`src/rtl/uart_pkg.sv`:
```
// rtl/uart_pkg.sv - shared FSM state type and 8N1 frame constants for the uart
//
// Purpose: one home for the TX/RX state encoding and the frame shape so the
//          top and any future helpers agree on them.
// Ports:   none (package).
package uart_pkg;

  typedef enum logic [1:0] {
    ST_IDLE  = 2'd0,
    ST_START = 2'd1,
    ST_DATA  = 2'd2,
    ST_STOP  = 2'd3
  } uart_state_t;

  localparam int DATA_BITS = 8;
  localparam int STOP_BITS = 1;
  localparam int BIT_CNT_W = $clog2(DATA_BITS);

endpackage

```
`src/rtl/uart_bit_timer.sv`:
```
// rtl/uart_bit_timer.sv - bit-period down-counter producing a one-cycle tick
//
// Purpose: counts CLKS_PER_BIT cycles per bit. A restart loads either a full
//          period or a half period (used by RX to land on the start-bit
//          centre); after each tick the counter reloads a full period.
// Ports:
//   clk        in   system clock
//   reset_n    in   asynchronous active-low reset
//   i_restart  in   reload the counter this cycle
//   i_half     in   with i_restart, load a half period instead of a full one
//   o_tick     out  one-cycle pulse as the current period expires
module uart_bit_timer
  import uart_pkg::*;
#(
  parameter int CLKS_PER_BIT = 434
) (
  input  logic clk,
  input  logic reset_n,
  input  logic i_restart,
  input  logic i_half,
  output logic o_tick
);

  localparam logic [15:0] FULL_LOAD = 16'(CLKS_PER_BIT - 1);
  localparam logic [15:0] HALF_LOAD = 16'(CLKS_PER_BIT / 2 - 1);

  logic [15:0] r_cnt;

  always_ff @(posedge clk or negedge reset_n) begin
    if (!reset_n) begin
      r_cnt <= '0;
    end else if (i_restart) begin
      r_cnt <= i_half ? HALF_LOAD : FULL_LOAD;
    end else if (r_cnt == '0) begin
      r_cnt <= FULL_LOAD;
    end else begin
      r_cnt <= r_cnt - 16'd1;
    end
  end

  // A restart wins over a stale expiry so the new period starts cleanly.
  assign o_tick = (r_cnt == '0) && !i_restart;

endmodule

```
`src/rtl/uart.sv`:
```
// rtl/uart.sv - full-duplex 8N1 uart with independent TX and RX engines
//
// Purpose: serialises tx_data on tx and deserialises rx into rx_data.
// Config:  define UART_RX_MAJORITY_EN to take each RX sample as the 2-of-3
//          majority around the bit centre (decision one cycle after centre);
//          otherwise the single synchronised value at the centre is used.
// Ports:
//   clk       in   system clock, rising edge
//   reset_n   in   asynchronous active-low reset
//   tx_req    in   single-cycle transmit request (accepted in IDLE only)
//   tx_data   in   byte to send, sampled with tx_req
//   rx        in   asynchronous serial input, idle high
//   tx        out  registered serial output, idle high
//   rx_data   out  last correctly framed received byte
//   tx_ready  out  one-cycle pulse when a frame has been sent
//   rx_ready  out  one-cycle pulse when rx_data is updated
module uart
  import uart_pkg::*;
#(
  parameter int CLKS_PER_BIT = 434
) (
  input  logic       clk,
  input  logic       reset_n,
  input  logic       tx_req,
  input  logic [7:0] tx_data,
  input  logic       rx,
  output logic       tx,
  output logic [7:0] rx_data,
  output logic       tx_ready,
  output logic       rx_ready
);

  localparam logic [BIT_CNT_W-1:0] LAST_BIT = BIT_CNT_W'(DATA_BITS - 1);

  // ---------------- transmitter ----------------
  uart_state_t          r_tx_state, w_tx_state_nxt;
  logic [7:0]           r_tx_shift, w_tx_shift_nxt;
  logic [BIT_CNT_W-1:0] r_tx_bit,   w_tx_bit_nxt;
  logic                 r_tx,       w_tx_nxt;
  logic                 r_tx_ready, w_tx_ready_nxt;
  logic                 w_tx_restart, w_tx_tick;

  uart_bit_timer #(.CLKS_PER_BIT(CLKS_PER_BIT)) u_tx_timer (
    .clk       (clk),
    .reset_n   (reset_n),
    .i_restart (w_tx_restart),
    .i_half    (1'b0),
    .o_tick    (w_tx_tick)
  );

  always_ff @(posedge clk or negedge reset_n) begin
    if (!reset_n) begin
      r_tx_state <= ST_IDLE;
      r_tx_shift <= '0;
      r_tx_bit   <= '0;
      r_tx       <= 1'b1;
      r_tx_ready <= 1'b0;
    end else begin
      r_tx_state <= w_tx_state_nxt;
      r_tx_shift <= w_tx_shift_nxt;
      r_tx_bit   <= w_tx_bit_nxt;
      r_tx       <= w_tx_nxt;
      r_tx_ready <= w_tx_ready_nxt;
    end
  end

  always_comb begin
    w_tx_state_nxt = r_tx_state;
    w_tx_shift_nxt = r_tx_shift;
    w_tx_bit_nxt   = r_tx_bit;
    w_tx_nxt       = r_tx;
    w_tx_ready_nxt = 1'b0;
    w_tx_restart   = 1'b0;
    case (r_tx_state)
      ST_IDLE: begin
        if (tx_req) begin
          w_tx_state_nxt = ST_START;
          w_tx_shift_nxt = tx_data;
          w_tx_nxt       = 1'b0;
          w_tx_restart   = 1'b1;
        end
      end
      ST_START: begin
        if (w_tx_tick) begin
          w_tx_state_nxt = ST_DATA;
          w_tx_bit_nxt   = '0;
          w_tx_nxt       = r_tx_shift[0];
        end
      end
      ST_DATA: begin
        if (w_tx_tick) begin
          if (r_tx_bit == LAST_BIT) begin
            w_tx_state_nxt = ST_STOP;
            w_tx_nxt       = 1'b1;
          end else begin
            w_tx_bit_nxt   = r_tx_bit + BIT_CNT_W'(1);
            w_tx_shift_nxt = r_tx_shift >> 1;
            w_tx_nxt       = r_tx_shift[1];
          end
        end
      end
      ST_STOP: begin
        if (w_tx_tick) begin
          w_tx_state_nxt = ST_IDLE;
          w_tx_ready_nxt = 1'b1;
        end
      end
      default: w_tx_state_nxt = ST_IDLE;
    endcase
  end

  assign tx       = r_tx;
  assign tx_ready = r_tx_ready;

  // ---------------- receiver ----------------
  logic r_rx_meta, r_rx_sync, r_rx_prev;
  logic w_rx_tick, w_rx_restart, w_rx_sample_en, w_rx_bit;

  always_ff @(posedge clk or negedge reset_n) begin
    if (!reset_n) begin
      r_rx_meta <= 1'b1;
      r_rx_sync <= 1'b1;
      r_rx_prev <= 1'b1;
    end else begin
      r_rx_meta <= rx;
      r_rx_sync <= r_rx_meta;
      r_rx_prev <= r_rx_sync;
    end
  end

`ifdef UART_RX_MAJORITY_EN
  // One cycle after the centre tick: r_rx_prev2 holds centre-1, r_rx_prev
  // holds centre and r_rx_sync holds centre+1.
  logic r_rx_prev2, r_rx_tick_d;

  always_ff @(posedge clk or negedge reset_n) begin
    if (!reset_n) begin
      r_rx_prev2  <= 1'b1;
      r_rx_tick_d <= 1'b0;
    end else begin
      r_rx_prev2  <= r_rx_prev;
      r_rx_tick_d <= w_rx_tick;
    end
  end

  assign w_rx_sample_en = r_rx_tick_d;
  assign w_rx_bit = (r_rx_sync & r_rx_prev) | (r_rx_sync & r_rx_prev2) |
                    (r_rx_prev & r_rx_prev2);
`else
  assign w_rx_sample_en = w_rx_tick;
  assign w_rx_bit       = r_rx_sync;
`endif

  uart_state_t          r_rx_state, w_rx_state_nxt;
  logic [7:0]           r_rx_shift, w_rx_shift_nxt;
  logic [BIT_CNT_W-1:0] r_rx_bit,   w_rx_bit_nxt;
  logic [7:0]           r_rx_data,  w_rx_data_nxt;
  logic                 r_rx_ready, w_rx_ready_nxt;
  logic                 r_rx_ferr,  w_rx_ferr_nxt;

  // Only the start detection restarts the timer, and always with a half
  // period; later samples follow from the timer's own full-period reload.
  uart_bit_timer #(.CLKS_PER_BIT(CLKS_PER_BIT)) u_rx_timer (
    .clk       (clk),
    .reset_n   (reset_n),
    .i_restart (w_rx_restart),
    .i_half    (1'b1),
    .o_tick    (w_rx_tick)
  );

  always_ff @(posedge clk or negedge reset_n) begin
    if (!reset_n) begin
      r_rx_state <= ST_IDLE;
      r_rx_shift <= '0;
      r_rx_bit   <= '0;
      r_rx_data  <= '0;
      r_rx_ready <= 1'b0;
      r_rx_ferr  <= 1'b0;
    end else begin
      r_rx_state <= w_rx_state_nxt;
      r_rx_shift <= w_rx_shift_nxt;
      r_rx_bit   <= w_rx_bit_nxt;
      r_rx_data  <= w_rx_data_nxt;
      r_rx_ready <= w_rx_ready_nxt;
      r_rx_ferr  <= w_rx_ferr_nxt;
    end
  end

  always_comb begin
    w_rx_state_nxt = r_rx_state;
    w_rx_shift_nxt = r_rx_shift;
    w_rx_bit_nxt   = r_rx_bit;
    w_rx_data_nxt  = r_rx_data;
    w_rx_ready_nxt = 1'b0;
    w_rx_ferr_nxt  = r_rx_ferr;
    w_rx_restart   = 1'b0;
    case (r_rx_state)
      ST_IDLE: begin
        if (r_rx_prev && !r_rx_sync) begin
          w_rx_state_nxt = ST_START;
          w_rx_restart   = 1'b1;
        end
      end
      ST_START: begin
        if (w_rx_sample_en) begin
          w_rx_bit_nxt   = '0;
          w_rx_state_nxt = w_rx_bit ? ST_IDLE : ST_DATA;
        end
      end
      ST_DATA: begin
        if (w_rx_sample_en) begin
          w_rx_shift_nxt = {w_rx_bit, r_rx_shift[7:1]};
          if (r_rx_bit == LAST_BIT) begin
            w_rx_state_nxt = ST_STOP;
          end else begin
            w_rx_bit_nxt = r_rx_bit + BIT_CNT_W'(1);
          end
        end
      end
      ST_STOP: begin
        // After a framing error, stay here until the line returns high so a
        // held-low line is not mistaken for a new start bit.
        if (r_rx_ferr) begin
          if (r_rx_sync) begin
            w_rx_state_nxt = ST_IDLE;
            w_rx_ferr_nxt  = 1'b0;
          end
        end else if (w_rx_sample_en) begin
          if (w_rx_bit) begin
            w_rx_data_nxt  = r_rx_shift;
            w_rx_ready_nxt = 1'b1;
            w_rx_state_nxt = ST_IDLE;
          end else begin
            w_rx_ferr_nxt = 1'b1;
          end
        end
      end
      default: w_rx_state_nxt = ST_IDLE;
    endcase
  end

  assign rx_data  = r_rx_data;
  assign rx_ready = r_rx_ready;

endmodule

```
`config.mk`:
```
export PLATFORM = sky130hd
export DESIGN_NAME = uart
export DESIGN_NICKNAME = d
export VERILOG_FILES = /design/src/rtl/uart_pkg.sv /design/src/rtl/uart_bit_timer.sv /design/src/rtl/uart.sv
export SDC_FILE = /design/constraint.sdc
export NUM_CORES = 1
export LEC_CHECK = 0
export BUFFER_PORTS_ARGS = -buffer_cell sky130_fd_sc_hd__buf_2
export CAP_MARGIN = 20
export CORE_ASPECT_RATIO = 0.7
export CORE_MARGIN = 5
export CORE_UTILIZATION = 60
export DETAILED_ROUTE_END_ITERATION = 7
export HOLD_SLACK_MARGIN = 0.15
export PLACE_DENSITY = 0.88
export SYNTH_ARGS = -nofsm -noshare
export SYNTH_HDL_FRONTEND = slang
export SYNTH_SLANG_ARGS = --single-unit
```
`constraint.sdc`:
```
create_clock -name clk -period 3.2 [get_ports clk]
set_clock_uncertainty 0.2 [all_clocks]
set_input_delay 0.8 -clock clk [delete_from_list [all_inputs] [get_ports clk]]
set_output_delay 0.8 -clock clk [all_outputs]
set_load 0.05 [all_outputs]
```
-- Word level (Yosys, flattened, before mapping)
Index checks and enable logic that the tools add are counted.
- add/sub/neg operators: 4
- shift-type cells: 0
- $lt $le $gt $ge: 0
- divide/modulo/power cells: 0
- bitwise gates (word level): 1
- muxes and demuxes: 49
- equal/unequal tests: 20
- reductions and logical operators: 22
- $mul: 0
- operator list (cell ; number):
    two-way mux 16 bit ; 4
    zero test 16 bit ; 2
    subtractor 16 x 1 -> 16 bit, second input constant ; 2
    two-way mux 2 bit ; 13
    two-way mux 8 bit ; 3
    AND reduction 4 bit ; 5
    two-way mux 3 bit ; 6
    two-way mux 1 bit ; 17
    case mux 2 bit (4 select lines) ; 2
    case mux 8 bit (2 select lines) ; 1
    inequality test 2 bit, second input constant ; 6
    case mux 3 bit (2 select lines) ; 2
    inequality test 2 x 1 -> 1 bit, second input constant ; 5
    AND reduction 5 bit ; 2
    == test 2 bit, second input constant ; 4
    adder 3 x 1 -> 3 bit, second input constant ; 2
    == test 3 bit, second input constant ; 2
    nonzero test 2 bit ; 3
    == test 2 x 1 -> 1 bit, second input constant ; 2
    zero test 2 bit ; 2
    logical AND 1 bit ; 3
    zero test 1 bit ; 3
    inequality test 3 x 2 -> 1 bit, second input constant ; 1
    case mux 1 bit (3 select lines) ; 1
    other kinds (3) ; 3
- memories kept: 0
- ROM bits: 0
- bits in latches: 0
- register bits after elaboration: 73
- logic and storage cells: 112
- memory bits (writable): 0

-- Depth between registers and ports, before layout
- depth after elaboration: 9
- depth in mapped cells: 8
- mapped depth without buffers: 6

-- Cells and area by module
Synthesis repeated with hierarchy kept, for this count alone.
- cells, all modules: 318
- area, all modules: 3672.3 µm²
- modules (own cells, without submodules) (module ; cells an instance ; seq. area each (µm²) ; times used ; area each (µm²)):
    uart ; 150 ; 1031.0 ; 1 ; 1953.1
    uart_bit_timer at u_tx_timer ; 86 ; 400.4 ; 1 ; 872.1
    uart_bit_timer at u_rx_timer ; 82 ; 400.4 ; 1 ; 847.1

-- Worst setup path before layout
No wires, ideal clock.
- path type: register to register
- start point: register u_rx_timer.r_cnt[4]
- end point: register r_rx_data[0] (netlist: rx_data[0])
- library setup time: 125 ps
- data required time: 2875 ps
- arrival time: 2160 ps
- period minus slack after synthesis: 2484 ps
- stages on the path, launching flop included: 6
- slack: 716 ps
- cells stage by stage: dfrtp_1 -> or4_1 -> buf_6 -> or2_4 -> nor4_4 -> mux2_2
- longest elaborated chain between the ends: 3
- RTL lines (what ; line ; RTL):
    start: declaration ; uart_bit_timer.sv:27 ; logic [15:0] r_cnt;
    start signal: assignment ; uart_bit_timer.sv:33 ; r_cnt <= i_half ? HALF_LOAD : FULL_LOAD;
    start signal: assignment ; uart_bit_timer.sv:37 ; r_cnt <= r_cnt - 16'd1;
    zero test 16 bit ; uart_bit_timer.sv:42 ; assign o_tick = (r_cnt == '0) && !i_restart;
    logical AND 1 bit ; uart_bit_timer.sv:42 ;
    AND reduction 4 bit (no line) ; -- ;
    end signal: assignment ; uart.sv:183 ; r_rx_data <= w_rx_data_nxt;
    end: declaration ; uart.sv:157 ; logic [7:0] r_rx_data, w_rx_data_nxt;
No other way between the ends.
A chain may end at the register's enable or synchronous reset.

-- Final worst setup path
- start point: register u_rx_timer.r_cnt[4]
- end point: register r_rx_data[7] (netlist: rx_data[7])
The elaborated chain is that of the path after synthesis.

==> impl_results.md <==
* RSZ-0062 raised after global routing: no
* Sequential Area at 1830 um^2
* Min-delay src: r_rx_meta
* Nets at 398
* DR vias/cell at 6.04
* Finish-stage setup viols at 0
* Worst-path clk slew at 0.09 ns
* Reg2Reg Depth at 4
* Outcome: finished clean
* Worst Path Max Fanout at 10
* Number of diodes at 0
* DR vias at 2,759
* Commonest cells after routing, fill and taps aside: 69 x dfrtp_1, 29 x nor2_1, 22 x buf_2, 19 x nand2_1
* CP Data Required Time at 3.25 ns
* FF-to-FF setup slack at 0.44 ns
* Biggest cell delay along the critical path at 0.73 ns
* Synth Register Bits at 73
* Syn Inst Count at 351
* Vias in the first global route at 2,654
* DIE HEIGHT at 75.8 um
* CP endpoint kind: register
* Async S/R FF share, synth at 1.00
* Total track usage at 0.201
* CP max-delay cell: or4_1
* FF-to-FF End: rx_data[7]
* Ys flop type: dfrtp_1
* Clk sinks at 73
* Critical path, cell by cell: or4_1 -> or2_4 -> nor4_4 -> mux2_2
* Die width at 104 um
* GPL Wtd Cong at 0.896
* Crit path time final at 2.76 ns
* Final Hold Violating Endpoints at 0
* Slew headroom at 0.547
* Share of layout cells above drive strength 1 at 0.222
* Setup TNS at 0 ns
* CTS-repair resized insts at 0
* FMAX at 362 MHz
* Residual DRC count at 0
* Post-DP HPWL at 5400 um
* WHS Path Cells at 0
* Worst-margin pin slew at 0.679 ns
* Clock Tree Root: clkbuf_8
* Synthesis-to-finish area growth at 10.1%
* # fillers at 448
* Synth Area per Inst at 10.6 um^2
* VDD IR max at 0.000590 V
* CTS tree: yes
* Total number of yosys warnings at 0
* CTS H-tree depth at 3
* EDFF count, synth at 0
* CTS Buf Count at 9
* Multi-input logic area at 1780 um^2
* Initial antenna violation count at 0
* Clock Tree Buf Depth at 2
* Critical path type: reg2reg
* Largest net degree at the start of global routing at 36
* Final Max Tran Viols at 0
* Most common cell after layout, fill and taps aside: dfrtp_1
* Critical Path AT at 2.81 ns
* I/O pins at 23
* Max-capacitance violation count at 0
* Worst setup SP type: register
* Num rows at 24
* First-pass GRT wire length at 12,700 um
* Iter 0 DRT Violations at 144
* Total grt overflow at 0
* WL/cell at 16.3 um
* Crit Reg-Reg Startpoint: u_rx_timer.r_cnt[4]
* IO Port Bufs at 22
* Post-Route WL at 7430 um
* Static leakage at 0.00180 uW
* Hold path endpoint: r_rx_sync
* Die area at 7890 um^2
* Cts hold-fix bufs at 0
* Cell area after synthesis at 3720 um^2
* Cell Pwr Density at 725 nW/um^2
* Period utilisation layout at 0.863
* Post-CTS setup buffer count at 0
* Syn_nets at 375
* 1st-pass router iterations at 5
* Clk_lat worst skew at 0.36 ns
* Min-delay worst type: reg2reg
* Synth unique cells at 51
* Initial Utilization at 0.607
* Post-DRT Antenna Nets at 0
* Final Util at 0.668
* Register area share after synthesis at 0.493
* Core area at 6130 um^2
where the power goes:
part           switching [uW]  internal, uW
Combinational             534           439
Sequential                207          1120
Clock                     374           293
area by class of cell:
| class | instances | area share |
|---|---|---|
| Clock inverter | 7 | 0.0144 |
| Clock buffer | 9 | 0.0303 |
| Timing Repair Buffer | 27 | 0.0391 |
| Tap cell | 78 | 0.0239 |
| Inverter | 11 | 0.0101 |
| Multi-Input combinational cell | 252 | 0.435 |
| Sequential cell | 73 | 0.448 |
sequential cells by signal, summed over array words and instances (netlist names), named ones only:
register          flops
u_rx_timer.r_cnt     16
u_tx_timer.r_cnt     16
r_rx_shift            8
r_tx_shift            8
rx_data               8
r_rx_bit              3
r_tx_bit              3
r_tx_state            2
r_rx_ferr             1
r_rx_meta             1
r_rx_prev             1
r_rx_state            1
r_rx_sync             1
rx_ready              1
tx                    1
tx_ready              1
worst max-delay path, delay by kind of cell (launching register included):
| kind | cells | cell delay (ns) |
|---|---|---|
| simple gates | 3 | 1.61 |
| flops | 1 | 0.43 |
| mux | 1 | 0.41 |
metrics by stage:
stage,area (um^2),cells,hold slack (ns),total power [uW],setup WS [ns]
after floorplan,3720,351,0.145,2070,0.716
after global placement,3910,441,0.159,2240,0.539
after detailed placement,3910,441,0.155,2300,0.450
after CTS,4090,457,0.162,2980,0.428
after global routing,4090,457,0.157,3170,0.322
final,4090,457,0.161,2970,0.437
Yosys cell counts, drive strengths merged (5+ instances only):
| cell type | number | area [um^2] |
|---|---|---|
| clkbuf | 13 | 48.8 |
| or3 | 9 | 56.3 |
| nor4 | 11 | 98.8 |
| o221a | 6 | 67.6 |
| nand2 | 19 | 71.3 |
| or4 | 8 | 60.1 |
| nand3 | 17 | 85.1 |
| nor3 | 6 | 30.0 |
| a21oi | 12 | 60.1 |
| o21ai | 19 | 98.9 |
| inv | 11 | 41.3 |
| ha | 12 | 150 |
| nand2b | 10 | 62.6 |
| xor2 | 5 | 43.8 |
| xnor2 | 14 | 123 |
| nor2 | 29 | 109 |
| nand3b | 7 | 52.6 |
| dfrtp | 69 | 1730 |
| mux2 | 18 | 203 |
| o31ai | 7 | 57.6 |
kinds of logic after synthesis:
| kind of cell | synth area share |
|---|---|
| compound gates | 0.126 |
| xor+xnor | 0.0448 |
| fa+ha+maj | 0.0404 |
| buf+inv | 0.0286 |
| flops | 0.493 |
| mux | 0.0545 |
| simple gates | 0.213 |
how the worst max path moves through the flow:
stage | end | from | cells past startpoint
global placement | rx_data[1] | u_rx_timer.r_cnt[4] | 4
finish | rx_data[7] | u_rx_timer.r_cnt[4] | 4
global route | rx_data[7] | u_rx_timer.r_cnt[4] | 4
floorplan | rx_data[0] | u_rx_timer.r_cnt[4] | 5
detailed placement | rx_data[7] | u_rx_timer.r_cnt[4] | 4
CTS | rx_data[7] | u_rx_timer.r_cnt[4] | 4
routing by layer:
metal,vias to the layer above,GRT usage,part of all wire
li1,1331,-,-
met5,-,0,0
met3,10,0.0677,0.045
met1,1354,0.273,0.48
met2,64,0.315,0.47
met4,0,0.0503,0.0077
(Power assumes the default switching activity.)
